File: src/rtl/fetch_ctrl_if.sv
// -----------------------------------------------------------------------------
// fetch_ctrl_if
//
// Bundles every non-clock signal of the fetch controller: the instruction
// memory read port, the fetch enable, the execute-stage redirect and the
// valid/ready stream toward decode.
//
// Signals
//   imem_addr  : byte address to instruction memory (fetch side drives)
//   imem_instr : instruction word for imem_addr, same cycle (memory drives)
//   fetch_en   : 1 = new fetches allowed, 0 = pause (buffer still drains)
//   br_valid   : one-cycle redirect request from execute
//   br_target  : redirect byte address, used when br_valid = 1
//   out_valid  : head buffer entry valid toward decode
//   out_ready  : decode accepts the head entry this cycle
//   out_instr  : head entry instruction word (0 when out_valid = 0)
//   out_pc     : head entry byte address (0 when out_valid = 0)
//   out_pc8    : out_pc + 8, modulo 2^32 (0 when out_valid = 0)
//
// Modports
//   master : the fetch controller
//   slave  : the surrounding pipeline / memory / testbench
// -----------------------------------------------------------------------------
interface fetch_ctrl_if;
    logic [31:0] imem_addr;
    logic [31:0] imem_instr;
    logic        fetch_en;
    logic        br_valid;
    logic [31:0] br_target;
    logic        out_valid;
    logic        out_ready;
    logic [31:0] out_instr;
    logic [31:0] out_pc;
    logic [31:0] out_pc8;

    modport master (
        output imem_addr,
        input  imem_instr,
        input  fetch_en,
        input  br_valid,
        input  br_target,
        output out_valid,
        input  out_ready,
        output out_instr,
        output out_pc,
        output out_pc8
    );

    modport slave (
        input  imem_addr,
        output imem_instr,
        output fetch_en,
        output br_valid,
        output br_target,
        input  out_valid,
        output out_ready,
        input  out_instr,
        input  out_pc,
        input  out_pc8
    );
endinterface : fetch_ctrl_if

File: src/rtl/fetch_ctrl.sv
// -----------------------------------------------------------------------------
// fetch_ctrl
//
// Instruction fetch controller. Keeps a word-aligned fetch PC (fpc), reads the
// instruction memory combinationally at fpc, and captures {pc, instr} pairs
// into a 2-entry in-order buffer that feeds decode through a valid/ready
// handshake. A redirect from execute flushes the buffer and reloads fpc.
//
// Parameters
//   RESET_PC : fetch address after reset; bits [1:0] are forced to zero
//
// Ports
//   clk   : single clock, all state updates on the rising edge
//   reset : synchronous, active-high; overrides every other input
//   bus   : fetch_ctrl_if.master (memory port, redirect, decode stream)
//
// Behaviour summary
//   pop     = out_valid & out_ready (head removed at the edge)
//   capture = !br_valid & fetch_en & (count < 2 | pop)
//   redirect: count -> 0, fpc -> {br_target[31:2], 2'b00}, no capture.
//             A pop in the same cycle still counts as accepted by decode.
//   There is no bypass: an entry captured at edge N is visible at N+1.
// -----------------------------------------------------------------------------
module fetch_ctrl #(
    parameter logic [31:0] RESET_PC = 32'h0000_0000
) (
    input  logic         clk,
    input  logic         reset,
    fetch_ctrl_if.master bus
);

    localparam logic [31:0] RESET_PC_ALIGNED = {RESET_PC[31:2], 2'b00};

    // -------------------------------------------------------------------------
    // State
    // -------------------------------------------------------------------------
    logic [31:0] fpc_q,   fpc_d;
    logic [1:0]  count_q, count_d;    // occupancy 0..2
    logic        head_q,  head_d;     // slot index of the oldest entry

    logic [31:0] ent_pc_q    [2];
    logic [31:0] ent_pc_d    [2];
    logic [31:0] ent_instr_q [2];
    logic [31:0] ent_instr_d [2];

    // -------------------------------------------------------------------------
    // Handshake decode
    // -------------------------------------------------------------------------
    logic       head_valid;
    logic       pop;
    logic       capture;
    logic       tail;

    assign head_valid = (count_q != 2'd0);
    assign pop        = head_valid && bus.out_ready;
    // A full buffer may still capture when the head leaves in the same cycle.
    assign capture    = !bus.br_valid && bus.fetch_en &&
                        ((count_q != 2'd2) || pop);
    // With two slots the tail is head+count mod 2; at count=2 it aliases the
    // head slot, which is only written when that head is popping.
    assign tail       = head_q ^ count_q[0];

    // -------------------------------------------------------------------------
    // Next-state logic
    // -------------------------------------------------------------------------
    always_comb begin
        // NOTE: every target gets a default first so no path leaves it unassigned, which would infer a latch.
        fpc_d       = fpc_q;
        count_d     = count_q;
        head_d      = head_q;
        ent_pc_d    = ent_pc_q;
        ent_instr_d = ent_instr_q;

        if (bus.br_valid) begin
            // Flush: a concurrent pop is already consumed by decode, the
            // remaining entries are simply discarded.
            count_d = 2'd0;
            head_d  = 1'b0;
            fpc_d   = {bus.br_target[31:2], 2'b00};
        end else begin
            if (pop) begin
                head_d = ~head_q;
            end

            if (capture) begin
                ent_pc_d[tail]    = fpc_q;
                ent_instr_d[tail] = bus.imem_instr;
                // Natural 32-bit wrap FFFF_FFFC -> 0000_0000.
                fpc_d             = fpc_q + 32'd4;
            end

            unique case ({capture, pop})
                2'b10:   count_d = count_q + 2'd1;
                2'b01:   count_d = count_q - 2'd1;
                default: count_d = count_q;
            endcase
        end
    end

    // -------------------------------------------------------------------------
    // Control registers
    // -------------------------------------------------------------------------
    always_ff @(posedge clk) begin
        // NOTE: non-blocking assignments keep every flop sampling pre-edge values regardless of statement order.
        if (reset) begin
            fpc_q   <= RESET_PC_ALIGNED;
            count_q <= 2'd0;
            head_q  <= 1'b0;
        end else begin
            fpc_q   <= fpc_d;
            count_q <= count_d;
            head_q  <= head_d;
        end
    end

    // -------------------------------------------------------------------------
    // Buffer storage
    // -------------------------------------------------------------------------
    // NOTE: the payload slots are deliberately not reset; count_q qualifies them and the outputs are masked when empty.
    always_ff @(posedge clk) begin
        ent_pc_q    <= ent_pc_d;
        ent_instr_q <= ent_instr_d;
    end

    // -------------------------------------------------------------------------
    // Outputs
    // -------------------------------------------------------------------------
    logic [31:0] head_pc;
    logic [31:0] head_instr;

    assign head_pc    = ent_pc_q[head_q];
    assign head_instr = ent_instr_q[head_q];

    assign bus.imem_addr = fpc_q;
    assign bus.out_valid = head_valid;
    assign bus.out_pc    = head_valid ? head_pc               : 32'd0;
    assign bus.out_instr = head_valid ? head_instr            : 32'd0;
    assign bus.out_pc8   = head_valid ? (head_pc + 32'd8)     : 32'd0;

    // -------------------------------------------------------------------------
    // Invariants
    // -------------------------------------------------------------------------
    a_count_range : assert property (@(posedge clk) disable iff (reset)
        count_q != 2'd3);
    a_fpc_aligned : assert property (@(posedge clk) disable iff (reset)
        fpc_q[1:0] == 2'b00);

endmodule : fetch_ctrl

File: src/flat_wrapper.sv
// flat-port wrapper written by rule: the top's interface ports become plain ports
module fetch_ctrl_flat 
#(
    parameter logic [31:0] RESET_PC = 32'h0000_0000
)
  (clk, reset, bus_imem_addr, bus_imem_instr, bus_fetch_en, bus_br_valid, bus_br_target, bus_out_valid, bus_out_ready, bus_out_instr, bus_out_pc, bus_out_pc8);
  fetch_ctrl_if bus_i ();
  input  logic clk;
  input  logic reset;
  output wire logic [$bits(bus_i.imem_addr)-1:0] bus_imem_addr;
  input wire logic [$bits(bus_i.imem_instr)-1:0] bus_imem_instr;
  input wire logic [$bits(bus_i.fetch_en)-1:0] bus_fetch_en;
  input wire logic [$bits(bus_i.br_valid)-1:0] bus_br_valid;
  input wire logic [$bits(bus_i.br_target)-1:0] bus_br_target;
  output wire logic [$bits(bus_i.out_valid)-1:0] bus_out_valid;
  input wire logic [$bits(bus_i.out_ready)-1:0] bus_out_ready;
  output wire logic [$bits(bus_i.out_instr)-1:0] bus_out_instr;
  output wire logic [$bits(bus_i.out_pc)-1:0] bus_out_pc;
  output wire logic [$bits(bus_i.out_pc8)-1:0] bus_out_pc8;
  assign bus_imem_addr = bus_i.imem_addr;
  assign bus_i.imem_instr = bus_imem_instr;
  assign bus_i.fetch_en = bus_fetch_en;
  assign bus_i.br_valid = bus_br_valid;
  assign bus_i.br_target = bus_br_target;
  assign bus_out_valid = bus_i.out_valid;
  assign bus_i.out_ready = bus_out_ready;
  assign bus_out_instr = bus_i.out_instr;
  assign bus_out_pc = bus_i.out_pc;
  assign bus_out_pc8 = bus_i.out_pc8;
  fetch_ctrl #(.RESET_PC(RESET_PC)) u_core (.clk(clk), .reset(reset), .bus(bus_i));
endmodule
File: config.mk
export PLATFORM = sky130hd
export DESIGN_NAME = fetch_ctrl_flat
export DESIGN_NICKNAME = d
export VERILOG_FILES = /design/src/rtl/fetch_ctrl_if.sv /design/src/rtl/fetch_ctrl.sv /design/src/flat_wrapper.sv
export SDC_FILE = /design/constraint.sdc
export NUM_CORES = 1
export LEC_CHECK = 0
export ABC_CLOCK_PERIOD_IN_PS = 7700
export CORE_MARGIN = 8
export CORE_UTILIZATION = 49
export DETAILED_ROUTE_END_ITERATION = 8
export PLACE_DENSITY = 0.85
export SYNTH_ARGS = -nofsm -noshare
export SYNTH_HDL_FRONTEND = slang
export SYNTH_SLANG_ARGS = --single-unit
File: constraint.sdc
create_clock -name clk -period 7.7 [get_ports clk]
set_input_delay 1.54 -clock clk [delete_from_list [all_inputs] [get_ports clk]]
set_output_delay 1.54 -clock clk [all_outputs]
set_load 0.1 [all_outputs]
==> results of run 1 <==
-- sequential cells by signal, summed over array words and instances, names as in the netlist --
| name | count |
|---|---|
| u_core.ent_instr_q | 64 |
| u_core.bus.imem_addr | 30 |
| u_core.ent_pc_q | 60 |
| u_core.head_q | 1 |
| u_core.count_q | 2 |
-- how the worst max path moves through the flow --
stage / startpoint / endpoint / cells past startpoint
finish: u_core.head_q / bus_out_pc8[26] / 7
global route: u_core.head_q / bus_out_pc8[26] / 7
CTS: u_core.head_q / bus_out_pc8[26] / 7
detailed placement: u_core.head_q / bus_out_pc8[26] / 7
global placement: u_core.head_q / bus_out_pc8[26] / 7
floorplan: bus_fetch_en / u_core.ent_instr_q[0] / 3
-- cell usage after synthesis, types with 3 or more instances --
cell | n | area, µm²
edfxtp_1 | 124 | 3720
nor2_1 | 94 | 353
mux2i_1 | 57 | 571
nand2_1 | 50 | 188
dfxtp_1 | 33 | 661
nand3_1 | 25 | 125
xnor2_1 | 24 | 210
a211oi_1 | 19 | 143
clkbuf_1 | 19 | 71.3
nand4_1 | 19 | 119
a21oi_1 | 18 | 90.1
nor3_1 | 12 | 60.1
and3_1 | 11 | 68.8
buf_4 | 11 | 82.6
inv_1 | 11 | 41.3
nor4_1 | 11 | 68.8
o21ai_0 | 11 | 55.1
xor2_1 | 11 | 96.3
and2_1 | 8 | 50.1
nor2b_1 | 7 | 43.8
buf_2 | 6 | 30.0
buf_6 | 6 | 67.6
a31oi_1 | 5 | 31.3
o31a_1 | 5 | 43.8
mux2_2 | 4 | 45.0
or3_1 | 4 | 25.0
a311oi_1 | 3 | 26.3
a32oi_1 | 3 | 26.3
and2b_2 | 3 | 26.3
and4_1 | 3 | 26.3
nand3_2 | 3 | 30.0
nand3b_1 | 3 | 22.5
o31ai_1 | 3 | 22.5
-- final cells by class --
cell class / count / share of cell area
inverters: 11 / 0.00401
flip-flops and latches: 157 / 0.427
multi-input cells: 459 / 0.294
clock inverters: 13 / 0.0190
well taps: 211 / 0.0257
repair buffers: 195 / 0.188
clock buffers: 19 / 0.0421
-- per-layer routing --
metal / track usage / part of all wire
met1: 0.241 / 0.43
met2: 0.317 / 0.47
met3: 0.0479 / 0.078
met4: 0.0662 / 0.016
met5: 0 / 0
-- critical path, stage by stage (launching register included) --
cell and delay [ns]:
dfxtp_4 0.80, buf_4 0.70, nand2_1 0.24, o32ai_4 0.25, nand3_2 0.27, nor4_1 0.43, mux2_2 0.22, clkdlybuf4s50_1 1.14
-- through the flow --
stage	area [µm²]	instances	power [mW]	hold slack, ns
global route	10300	1065	2.35	0.540
detailed placement	9660	1033	1.41	0.518
finish	10300	1065	2.28	0.532
CTS	10300	1065	2.29	0.530
global placement	9660	1033	1.40	0.498
floorplan	7690	671	1.29	0.537
-- power breakdown --
group / switching, mW / leakage [nW] / internal (mW) / total (mW)
sequential: 0.0336 / 1.42 / 0.953 / 0.986
combinational: 0.295 / 1.61 / 0.109 / 0.403
clock: 0.314 / 0.300 / 0.572 / 0.886
total: 0.643 / 3.33 / 1.63 / 2.28
-- kinds of logic after synthesis --
| kind of cell | share of synthesized area |
|---|---|
| buffers and inverters | 0.0391 |
| other | 0.000489 |
| adders and majority gates | 0.00326 |
| and+or+nand+nor | 0.182 |
| DFF | 0.571 |
| muxes | 0.0817 |
| xor gates and xnor gates | 0.0399 |
| AOI/OAI and AO/OA | 0.0828 |
==> out/results.ini, run 1 <==
[clock_network]
insertion_delay_ns = 0.41
cts_root_buf = clkbuf_16
cts.clk_slew.worst_paths_ns = 0.06
cts_num_sinks = 157
cts_tree = yes
cts_inserted_buffers = 17
cts_resized = 0
cts_setup_buffers = 0
h-tree-depth = 4
cts.path.max_buffers = 2
hold_buffers = 0

[critical_path]
rr_endpoint = u_core.ent_instr_q[8]
r2r_cells = 4
worst-endpoint-required_ns = 6.16
path_class = reg2out
cp-end-kind = output pin
r2r-start = u_core.count_q[0]
cp-start-kind = flip-flop
worstPathMaxFanout = 57
rrSetupSlack_ns = 5.32
arrival_ns = 4.51

[timing]
finalHoldViolCount = 0
finalClockSkew_ns = 0.00832
rsz0062_at_grt = no
setup_ws_ns = 1.65
tightest_slew_ns = 1.06
finalSetupViolations = 0
slew_viol_final = 0
period_needed_ns = 6.05
relSlewSlack = 0.293
finalCritPeriodShare = 0.786
max_freq_mhz = 165
finalSetupTns_ns = 0

[worst_hold_path]
worstHoldPathCells = 0
min-delay-start = u_core.bus.imem_addr[31]
hold_path.class = reg2reg
hold-path-endpoint = u_core.ent_pc_q[63]

[pwr]
power_density_nw_per_um2 = 221
vdd_drop_max_uv = 144
static-leakage-power_nw = 3.33

[route]
via_per_inst = 5.37
dr.pass1.iters = 5
drt_iter0_markers = 254
vias = 5718
ant_nets = 0
drc = 0
wire_per_inst_um = 18.2
routed_wirelength_mm = 19.4

[global_routing]
antenna_found_initial = 0
grt-ovfl-total = 0
grt_usage = 0.192
grt_pass1_wl_mm = 29.9
grt_max_degree = 63
grt_pass1_vias = 5708

[logic_synthesis]
mappedNetlistArea_um2 = 7680
ys_types = 66
synthCells = 666
yosysSeqAreaShare = 0.571
synth_area_per_cell_um2 = 11.5
async_flop_share = 0
ys_ff_latch = 157
synth-edff-count = 124
synthFlopType = edfxtp_1
synth_warnings = 0

[layout]
ff_latch_area_um2 = 4390
final_common_cell = clkdlybuf4s50_1
multi_input_area_um2 = 3030
drive_above_1_share = 0.0714
nFillCells = 1126
utilization = 0.674
final_cell_mix = clkdlybuf4s50_1, edfxtp_1, nor2_1, mux2i_1, nand2_1
nets = 912
num_antenna_cells = 0
syn_to_final_growth_pct = 34.0

[die]
initial_core_util = 0.503
die-area_um2 = 19900
num_rows = 45
die_h_um = 141
dieWidth_um = 141
ios = 198
core-area_um2 = 15300

[placement]
routabilityCongestion = 0.880
hpwl_mm = 14.0
dp_slack_ns = 2.04
port_buffers = 189

[run]
drv_cap = 0

[status]
outcome = finished, final reports clean

Note: power is estimated with default switching activity, not from simulation.
==> run 2: changes to the inputs <==
Settings changed: ABC_CLOCK_PERIOD_IN_PS 7700 to 5100, CORE_UTILIZATION 49 to 45, PLACE_DENSITY 0.85 to 0.83.
Clock period 7.7 ns to 5.1 ns, I/O delays scaled along.
==> run 2 against run 1 <==
Effect of this change:
- setup slack got worse by 0.89 ns
- total power increased by 47%
- routed wire length increased by 0.42%
- sequential share of layout area increased by 0.17 points
- die area increased by 7.9%
- non-clock buffer count increased by 3
- utilization decreased by 5.9 points
- critical endpoint is now bus_out_pc8[25]
- largest power group unchanged
==> out/results.ini, run 2 (synthesis gave the netlist of run 1 again) <==
[clock_network]
cts.clk_slew.worst_paths_ns = 0.06
hold_buffers = 0
cts_resized = 0
cts_tree = yes
h-tree-depth = 4
insertion_delay_ns = 0.41
cts_setup_buffers = 0
cts_inserted_buffers = 17
cts_root_buf = clkbuf_16
cts_num_sinks = 157
cts.path.max_buffers = 2

[pwr]
static-leakage-power_nw = 3.41
power_density_nw_per_um2 = 326
vdd_drop_max_uv = 258

[layout]
syn_to_final_growth_pct = 33.5
num_antenna_cells = 0
nets = 915
final_cell_mix = clkdlybuf4s50_1, edfxtp_1, nor2_1, mux2i_1, nand2_1
final_common_cell = clkdlybuf4s50_1
largest_reg_flops = 64
top_register = u_core.ent_instr_q
utilization = 0.616
drive_above_1_share = 0.114
final_cells = 1077

[global_routing]
grt_max_degree = 63
grt_pass1_wl_mm = 30.3
antenna_found_initial = 0
grt_pass1_vias = 5705
grt_usage = 0.177
grt-ovfl-total = 0

[placement]
routabilityCongestion = 0.826
dp.cells = 1045
hpwl_mm = 14.2
port_buffers = 189

[critical_path]
cp-end-kind = output pin
slowest_delay_ns = 0.65
cp-start-kind = flip-flop
path_cells = buf_4 -> nand2_1 -> o32ai_4 -> nand4_1 -> a211oi_2 -> mux2_1 -> buf_4
slowest_stage = dfxtp_4
crit_top_cell = buf_4
worstPathMaxFanout = 35
arrival_ns = 3.32
worst-endpoint-required_ns = 4.08
path_class = reg2out

[timing]
rsz0062_at_grt = no
finalSetupViolations = 0
finalClockSkew_ns = 0.0103
tightest_slew_ns = 1.06
max_freq_mhz = 230
period_needed_ns = 4.34
slew_viol_final = 0
finalHoldViolCount = 0
hold_slack_ns = 0.542
finalCritPeriodShare = 0.851
relSlewSlack = 0.288

[die]
core-area_um2 = 16600
dieWidth_um = 147
die_h_um = 147
num_rows = 47
die-area_um2 = 21500
initial_core_util = 0.461
ios = 198

[status]
outcome = finished, final reports clean

[route]
dr_wl_met2_mm = 9.22
dr_wl_met3_mm = 1.14
via_per_inst = 5.38
wl_met1_mm = 8.64
drt_iter0_markers = 224
highest_layer = met4
drc = 0
vias = 5790
routed_wirelength_mm = 19.5
wire_per_inst_um = 18.1
ant_nets = 0
dr.pass1.iters = 4

[worst_hold_path]
hold_path.class = reg2reg

[run]
drv_cap = 0

run 2: cell types whose count changed in the layout (fill, tap and decap cells not counted), sizes merged:
cell,previous run,this run
buf,6,38
clkdlybuf4s50,189,160
bufinv,5,1
inv,12,15
clkbuf,19,21
clkinvlp,2,1
run 2: path summary, 6_finish.rpt:
kind | startpoint | endpoint | slack (ns) | cells after the start
max | u_core.head_q | bus_out_pc8[25] | 0.76 | 7
min | u_core.bus.imem_addr[31] | u_core.ent_pc_q[31] | 0.54 | 0
max reg2reg | u_core.count_q[0] | u_core.ent_instr_q[1] | 2.64 | 4
min reg2reg | u_core.bus.imem_addr[31] | u_core.ent_pc_q[31] | 0.54 | 0
run 2: report_power, final:
group / switching (mW) / internal, mW
Clock: 0.489 / 0.746
Combinational: 0.448 / 0.164
Sequential: 0.0499 / 1.44
Total: 0.987 / 2.35
run 2: layout make-up:
cell class              instances  area (µm²)
well taps                     220         275
flip-flops and latches        157        4390
clock buffers                  21         493
multi-input cells             459        3050
repair buffers                198        1900
fillers                      1379        6400
inverters                      11        41.3
clock inverters                11         101
run 2: critical path, delay by kind of cell (launching register included):
kind | cells | cell delay (ns)
multiplexers | 1 | 0.35
AND/OR/NAND/NOR | 2 | 0.55
AO/OA/AOI/OAI | 2 | 0.54
flip-flops | 1 | 0.65
buffers and inverters | 2 | 0.79
run 2: through the flow:
step	area (µm²)	setup WS [ns]	TNS [ns]	power, mW
after floorplan	7710	-0.0642	-0.122	1.95
after global placement	9650	1.19	0	2.12
after detailed placement	9650	1.16	0	2.13
after CTS	10200	0.713	0	3.36
after global routing	10200	0.541	0	3.44
final	10200	0.759	0	3.34
run 2: routing by layer:
metal	GRT usage	vias to the layer above
li1	-	2819
met1	0.218	2732
met2	0.288	208
met3	0.0454	31
met4	0.0752	0
met5	0	-
==> run 3: changes to the inputs <==
Settings changed: ABC_AREA set to 0, ABC_CLOCK_PERIOD_IN_PS 5100 to 5550, CORE_UTILIZATION 45 to 53, PLACE_DENSITY 0.83 to 0.91.
Clock period 5.1 ns to 5.55 ns, I/O delays scaled along.
==> run 3 against run 2 <==
Effect of this change:
- sequential share of layout area increased by 0.42 points
- clock skew up 0.0034 ns
- critical path depth did not move
- total power is 10% lower
- setup slack worse by 0.020 ns
- non-clock buffer count shrank 1
- sequential power shrank 8%
- via count grew 0.21%
- sequential cell count stayed put
- largest power group unchanged
==> out/results.ini, run 3 (synthesis gave the netlist of run 1 again) <==
[clock_network]
cts_root_buf = clkbuf_16
cts.path.max_buffers = 2
insertion_delay_ns = 0.42
cts_inserted_buffers = 17
hold_buffers = 0
cts.clk_slew.worst_paths_ns = 0.06
cts_num_sinks = 157
cts_resized = 0
h-tree-depth = 4
cts_tree = yes
cts_setup_buffers = 0

[route]
via_per_inst = 5.58
drc = 0
ant_nets = 0
drt_iter0_markers = 376
wire_per_inst_um = 18.5
routed_wirelength_mm = 19.2
vias = 5802
dr.pass1.iters = 5

[placement]
dp_slack_ns = 1.19
dp.cells = 1008
port_buffers = 189
hpwl_mm = 13.6
routabilityCongestion = 0.840
post_dp_cell_area_um2 = 9590

[critical_path]
crit_top_cell = buf_4
path_cells = buf_4 -> nand2_1 -> o32ai_4 -> nand4_1 -> a211oi_2 -> mux2_1 -> buf_4
cp-start-kind = flip-flop
rrSetupSlack_ns = 2.92
arrival_ns = 3.70
slowest_stage = dfxtp_4
worstPathMaxFanout = 67
r2r-start = u_core.head_q
cp-startpoint = u_core.head_q
rr_endpoint = u_core.ent_instr_q[6]
r2r_cells = 3
cp-end-kind = output pin
slowest_delay_ns = 0.93
worst-endpoint-required_ns = 4.44
path_class = reg2out

[timing]
finalHoldViolCount = 0
finalCritPeriodShare = 0.867
max_freq_mhz = 208
setup_ws_ns = 0.739
finalClockSkew_ns = 0.0137
tightest_slew_ns = 1.04
finalSetupTns_ns = 0
slew_viol_final = 0
relSlewSlack = 0.304
rsz0062_at_grt = no
hold_slack_ns = 0.518
finalSetupViolations = 0
period_needed_ns = 4.81

[global_routing]
grt_usage = 0.206
grt_pass1_vias = 5624
grt_max_degree = 78
grt_pass1_wl_mm = 29.8
antenna_found_initial = 0
grt-ovfl-total = 0

[layout]
final_cells = 1040
syn_to_final_growth_pct = 32.2
final_area_um2 = 10100
final_common_cell = clkdlybuf4s50_1
drive_above_1_share = 0.103
final_cell_mix = clkdlybuf4s50_1, edfxtp_1, nor2_1, mux2i_1, nand2_1
top_register = u_core.ent_instr_q
utilization = 0.706
nets = 914
largest_reg_flops = 64
num_antenna_cells = 0

[pwr]
power.total_mw = 3.00
static-leakage-power_nw = 3.35
power_density_nw_per_um2 = 295
vdd_drop_max_uv = 193

[die]
num_rows = 44
core-area_um2 = 14400
dieWidth_um = 136
die_h_um = 136
ios = 198
initial_core_util = 0.534
die-area_um2 = 18600

[worst_hold_path]
worstHoldPathCells = 0
hold-path-endpoint = u_core.ent_pc_q[31]
min-delay-start = u_core.bus.imem_addr[31]
hold_path.class = reg2reg

[status]
outcome = finished, final reports clean

[run]
drv_cap = 0

run 3: routing by layer:
| layer | GRT usage | vias up | routed length (µm) |
|---|---|---|---|
| li1 | - | 2812 | - |
| met1 | 0.268 | 2752 | 8370 |
| met2 | 0.327 | 218 | 9050 |
| met3 | 0.0569 | 20 | 1500 |
| met4 | 0.0665 | 0 | 272 |
| met5 | 0 | - | 0 |
run 3: layout make-up:
type,instances,area (µm²)
clock buffers,22,464
inverters,11,41.3
well taps,184,230
repair buffers,197,1890
fillers,1028,4220
flip-flops and latches,157,4390
clock inverters,10,90.1
multi-input cells,459,3040
run 3: report_power, final:
part | internal (mW) | total (mW) | leakage, nW | switching [mW]
logic | 0.150 | 0.559 | 1.67 | 0.409
clock network | 0.638 | 1.07 | 0.256 | 0.431
registers | 1.32 | 1.37 | 1.42 | 0.0471
run 3: worst max path at each step:
stage	slack (ns)	endpoint	cells past startpoint
finish	0.74	bus_out_pc8[25]	7
global route	0.50	bus_out_pc8[26]	7
CTS	0.76	bus_out_pc8[26]	7
detailed placement	1.19	bus_out_pc8[26]	7
global placement	1.23	bus_out_pc8[26]	7
floorplan	0.30	bus_out_pc8[27]	10
run 3: critical path, delay by kind of cell (launching register included):
kind / cells / cell delay [ns]
simple gates: 2 / 0.54
flops: 1 / 0.93
mux: 1 / 0.36
buf+inv: 2 / 0.84
compound gates: 2 / 0.56
